===== src/rtl/fifo_egress_packer.sv =====
// Egress packer: pulls words from a 1-cycle-latency FIFO into a 2-entry skid buffer
// and emits them as a ready/valid stream with packet-last tagging and ECC error counting.
module fifo_egress_packer #(
   parameter int DATA_WIDTH    = 32,
   parameter int LEN_WIDTH     = 8,
   parameter int ERR_CNT_WIDTH = 16
) (
   input  logic                     clk,
   input  logic                     hw_rst,
   input  logic                     fifo_empty,
   output logic                     fifo_rd_en,
   input  logic [DATA_WIDTH-1:0]    fifo_rd_data,
   input  logic                     ecc_err,
   input  logic [LEN_WIDTH-1:0]     pkt_len,
   output logic                     m_valid,
   input  logic                     m_ready,
   output logic [DATA_WIDTH-1:0]    m_data,
   output logic                     m_last,
   output logic                     m_err,
   output logic [ERR_CNT_WIDTH-1:0] err_cnt
);

   typedef struct packed {
      logic [DATA_WIDTH-1:0] data;
      logic                  err;
      logic                  last;
   } beat_t;

   beat_t                ent_q [2];
   logic                 wr_ptr, rd_ptr;
   logic [1:0]           occ;
   logic                 inflight;
   logic [LEN_WIDTH-1:0] beat_idx, len_q;

   logic                 pop;
   logic [2:0]           fill;
   beat_t                head;
   logic [LEN_WIDTH-1:0] cur_len, eff_len;
   logic                 wr_last;

   assign head    = ent_q[rd_ptr];
   assign m_valid = !hw_rst && (occ != 2'd0);
   assign m_data  = head.data;
   assign m_err   = head.err;
   assign m_last  = head.last;
   assign pop     = m_valid && m_ready;

   // Slots committed after this cycle; a read is only issued if it still has a home.
   assign fill       = {1'b0, occ} + {2'b00, inflight} - {2'b00, pop};
   assign fifo_rd_en = !hw_rst && !fifo_empty && (fill < 3'd2);

   // First beat of a packet uses the live pkt_len; later beats use the latched copy.
   assign cur_len = (beat_idx == '0) ? pkt_len : len_q;
   assign eff_len = (cur_len == '0) ? LEN_WIDTH'(1) : cur_len;
   assign wr_last = (beat_idx == eff_len - LEN_WIDTH'(1));

   always_ff @(posedge clk) begin
      if (hw_rst) begin
         occ      <= '0;
         inflight <= 1'b0;
         wr_ptr   <= 1'b0;
         rd_ptr   <= 1'b0;
         beat_idx <= '0;
         len_q    <= '0;
         err_cnt  <= '0;
      end else begin
         inflight <= fifo_rd_en;
         occ      <= occ + {1'b0, inflight} - {1'b0, pop};
         if (inflight) begin
            wr_ptr   <= ~wr_ptr;
            beat_idx <= wr_last ? '0 : beat_idx + LEN_WIDTH'(1);
            if (beat_idx == '0)
               len_q <= pkt_len;
         end
         if (pop) begin
            rd_ptr <= ~rd_ptr;
            if (head.err && (err_cnt != '1))
               err_cnt <= err_cnt + ERR_CNT_WIDTH'(1);
         end
      end
   end

   // Datapath carries no reset; stale entries are unreachable once occ is cleared.
   always_ff @(posedge clk) begin
      if (inflight && !hw_rst)
         ent_q[wr_ptr] <= '{data: fifo_rd_data, err: ecc_err, last: wr_last};
   end

endmodule


===== config.mk =====
export PLATFORM = sky130hd
export DESIGN_NAME = fifo_egress_packer
export DESIGN_NICKNAME = d
export VERILOG_FILES = /design/src/rtl/fifo_egress_packer.sv
export SDC_FILE = /design/constraint.sdc
export NUM_CORES = 1
export LEC_CHECK = 0
export ABC_CLOCK_PERIOD_IN_PS = 4900
export BUFFER_PORTS_ARGS = -buffer_cell sky130_fd_sc_hd__buf_2
export CORE_UTILIZATION = 42
export DETAILED_ROUTE_END_ITERATION = 12
export PLACE_DENSITY = 0.65
export SLEW_MARGIN = 20
export SYNTH_ARGS = -nofsm -noshare
export SYNTH_HDL_FRONTEND = slang
export SYNTH_SLANG_ARGS = --single-unit
export TNS_END_PERCENT = 1

===== constraint.sdc =====
create_clock -name clk -period 4.9 [get_ports clk]
set_input_delay 0.49 -clock clk [delete_from_list [all_inputs] [get_ports clk]]
set_output_delay 0.49 -clock clk [all_outputs]
set_load 0.1 [all_outputs]

==> run_results.csv <==
group,metric,value,unit
pwr,power.static_leakage,2.08,nW
grt,grt_start_max_net_pins,36,
synth,muxShareOfSynthArea,0.101,
synth,synth_flop_cell,"edfxtp_1",
routing,routed_wirelength,9.17,mm
sta,worst_slew_pin_slew,788,ps
setup_path,critPathLaunchType,"flip-flop",
synth,yosys_warnings,0,
cells_and_area,antenna-diode-count,0,
floorplanning,design.portCount,97,
sta,maxSlewViolCount,0,
floorplanning,floorplan.core_area,10500,sq um
synth,synth_compound_gate_area_share,0.0732,
sta,period_minus_slack,3860,ps
synth,synth-edff-count,68,
synth,mappedNetlistNets,410,
pwr,part_of_the_power_in_the_clock_network,0.201,
pwr,power.internal,1.49,mW
routing,detailed_routed_wire_length_on_met3,597,um
setup_path,setup.worst_path.end_class,"flip-flop",
routing,met2_wire_length,4.27,mm
grt,globalRouteOverflowTotal,0,
sta,tightest_slew_margin_relative_to_the_limit,0.474,
synth,post_syn_instances,358,
routing,dr.max_layer_used,"met4",
routing,vias_per_cell,5.19,
placement,place.detailed.hpwl,6.54,mm
cells_and_area,final_net_count,508,
synth,synthAdderAreaFrac,0.0208,
sta,post-route-period-util,0.788,
synth,synth_sequential_area_ratio,0.612,
pwr,power.share.combinational,0.375,
floorplanning,rows,37,
grt,groute.usage.overall,0.168,
sta,layout_setup_ws,1040,ps
setup_path,cp_data_required_time,5140,ps
sta,timing.setup.tns,0,ps
synth,synth_cell_type_count,48,
placement,setup_slack_at_placement,1060,ps
routing,drtIter0Drc,144,
clocking,post_cts_resized,0,
routing,route.detailed.wl_per_inst,15.4,um
placement,numPortBuffers,96,
synth,syn_area_per_cell,12.8,sq um
clocking,worstSkewPairLatency,360,ps
floorplanning,floorplan.die.height,106,um
floorplanning,dieWidth,106,um
sta,rsz0062_at_grt,"false",
outcome,outcome,"finished, final reports clean",
routing,remaining_drc_errors,0,
sta,hold_violations,0,
pwr,power.ir.vdd_worst,233,uV
clocking,maximum_clock_insertion_buffer_count,2,
worst_hold_path,min-delay-path-class,"in2reg",
synth,syn_area,4580,sq um
synth,async_reset_ff_frac,0,
setup_path,path_class,"reg2reg",
pwr,power_per_cell_area,474,nW/um^2
routing,wirelength_met1,4.26,mm
grt,grt_first_pass_wirelength,14.8,mm
placement,gpl.final_weighted_congestion,0.868,
synth,synth-simple-area-share,0.123,
sta,finalSetupViolations,0,
cells_and_area,synthToLayoutAreaGrowth,18.3,%
pwr,power.net_switching,1.08,mW
floorplanning,dieArea,11300,sq um
clocking,hold_buffers,0,
clocking,post_cts.repair.setup_buffers,0,
setup_path,path_max_fanout,9,
cells_and_area,final_layout_size_suffix_gt1_frac,0.345,
synth,yosys_register_bits,106,
synth,xor_xnor_share_of_the_synthesized_area,0.0478,
clocking,cts_tree,"built",
sta,clock.fmax,259,MHz
pwr,switching_share,0.422,
pwr,power.sequential.fraction,0.424,
floorplanning,start_util,0.438,
sta,finalClockSkew,13.5,ps
grt,first_global_vias,2993,
job,maxCapViolCount,0,
grt,grt_antenna_before_repair,0,
synth,synth_top_family_by_area,"simple AND/OR/NAND/NOR gates",
clocking,clock_pin_slew_worst_setup_and_hold_paths,120,ps
routing,drt_pass1_iterations,4,
clocking,cts.sink_count,106,
clocking,cts_inserted_buffers,9,
clocking,htreeDepth,3,
setup_path,timing.critical_path.arrival,4100,ps
routing,antenna_violating_nets_post_route,0,
routing,via_count,3101,
clocking,master_cell_of_the_clock_root_buffer,"clkbuf_8",
==> registers in the layout (all words and copies together) (netlist names), named ones only <==
signal,count
occ,2
err_cnt,16
wr_ptr,1
len_q,8
ent_q,68
beat_idx,8
inflight,1
rd_ptr,1
==> synthesized netlist by cell type (all sizes together) (2+ instances only) <==
master	n	area, sq um
nand3b	2	15.0
inv	12	45.0
ha	6	75.1
nand2	16	60.1
nand2b	2	12.5
or3	5	31.3
a32oi	2	17.5
or4	2	15.0
nand4	4	31.3
and2	5	31.3
nor4	2	27.5
a211oi	8	65.1
mux2	34	383
o21ai	6	30.0
mux2i	8	80.1
clkbuf	12	45.0
nor3	11	55.1
a221oi	3	26.3
and3	4	25.0
o311ai	2	17.5
xnor2	11	96.3
edfxtp	68	2040
nor4b	3	26.3
a31oi	3	18.8
a21oi	9	45.0
xor2	14	123
nor2	35	131
and4	4	35.0
buf	2	10.0
dfxtp	38	761
nand3	11	55.1
==> per-layer routing <==
metal | global-route usage | vias to the layer above
li1 | - | 1525
met1 | 0.229 | 1463
met2 | 0.267 | 111
met3 | 0.0331 | 2
met4 | 0.0568 | 0
met5 | 0 | -
==> power groups by stage <==
stage	Combinational, mW	Clock [mW]	Sequential [mW]
after global placement	0.961	0	1.11
after detailed placement	0.966	0	1.11
final	0.962	0.517	1.09
after CTS	0.969	0.537	1.09
after floorplan	0.808	0	1.10
after global routing	1.02	0.578	1.10
==> through the flow <==
step	util	instances	instance area (sq um)	power [mW]	hold WS (ps)
floorplan	-	358	4590	1.91	481
global placement	0.499	581	5230	2.07	477
detailed placement	0.499	581	5230	2.08	500
CTS	0.518	597	5420	2.60	287
global route	0.518	597	5420	2.70	282
finish	0.518	597	5420	2.57	312
==> critical path, cell delays in order, from the launching register on <==
cell	delay (ps)
dfxtp_1	430
nor4_4	530
and2_1	400
mux2i_1	280
ha_1	250
inv_1	70
o31a_1	280
or4_1	460
a31oi_1	230
nand4_2	210
o41ai_4	510
nor2_1	90
==> path summary, 6_finish.rpt <==
kind | from | cells after the start | slack [ps] | end
max reg2reg | beat_idx[2] | 11 | 1040 | beat_idx[7]
min | fifo_rd_data[31] | 1 | 310 | ent_q[1][33]
min reg2reg | err_cnt[1] | 2 | 510 | err_cnt[1]
max | beat_idx[2] | 11 | 1040 | beat_idx[7]
==> logic make-up after synthesis <==
| group | after synthesis |
|---|---|
| multiplexers | 42 |
| buffers and inverters | 26 |
| AO/OA/AOI/OAI | 44 |
| adder cells (fa/ha/maj) | 7 |
| AND/OR/NAND/NOR | 108 |
| XOR/XNOR | 25 |
| flip-flops | 106 |
==> placed cells by master, fill, tap and decap left out, types with 3 or more instances in the layout <==
master	netlist	routed
buf_2	2	96
edfxtp_1	68	68
dfxtp_1	38	38
nor2_1	35	35
mux2_2	34	34
nand2_1	16	16
xor2_1	14	14
inv_1	12	12
xnor2_1	11	11
nand3_1	11	11
nor3_1	11	10
a21oi_1	9	9
clkbuf_8	0	9
mux2i_1	8	8
a211oi_1	7	7
o21ai_0	6	6
ha_1	6	6
and2_1	5	5
or3_1	5	5
buf_4	0	5
and3_1	4	4
and4_1	4	4
a31oi_1	3	3
a221oi_1	3	3
nand4_1	3	3
==> cell type report <==
| class | instances | area, sq um |
|---|---|---|
| timing repair buffer | 101 | 518 |
| clock inverter | 7 | 70.1 |
| sequential | 106 | 2800 |
| fill | 938 | 5040 |
| inverter | 12 | 45.0 |
| clock buffer | 9 | 124 |
| tap | 136 | 170 |
| multi-input combinational | 226 | 1690 |
(Power assumes the default switching activity.)
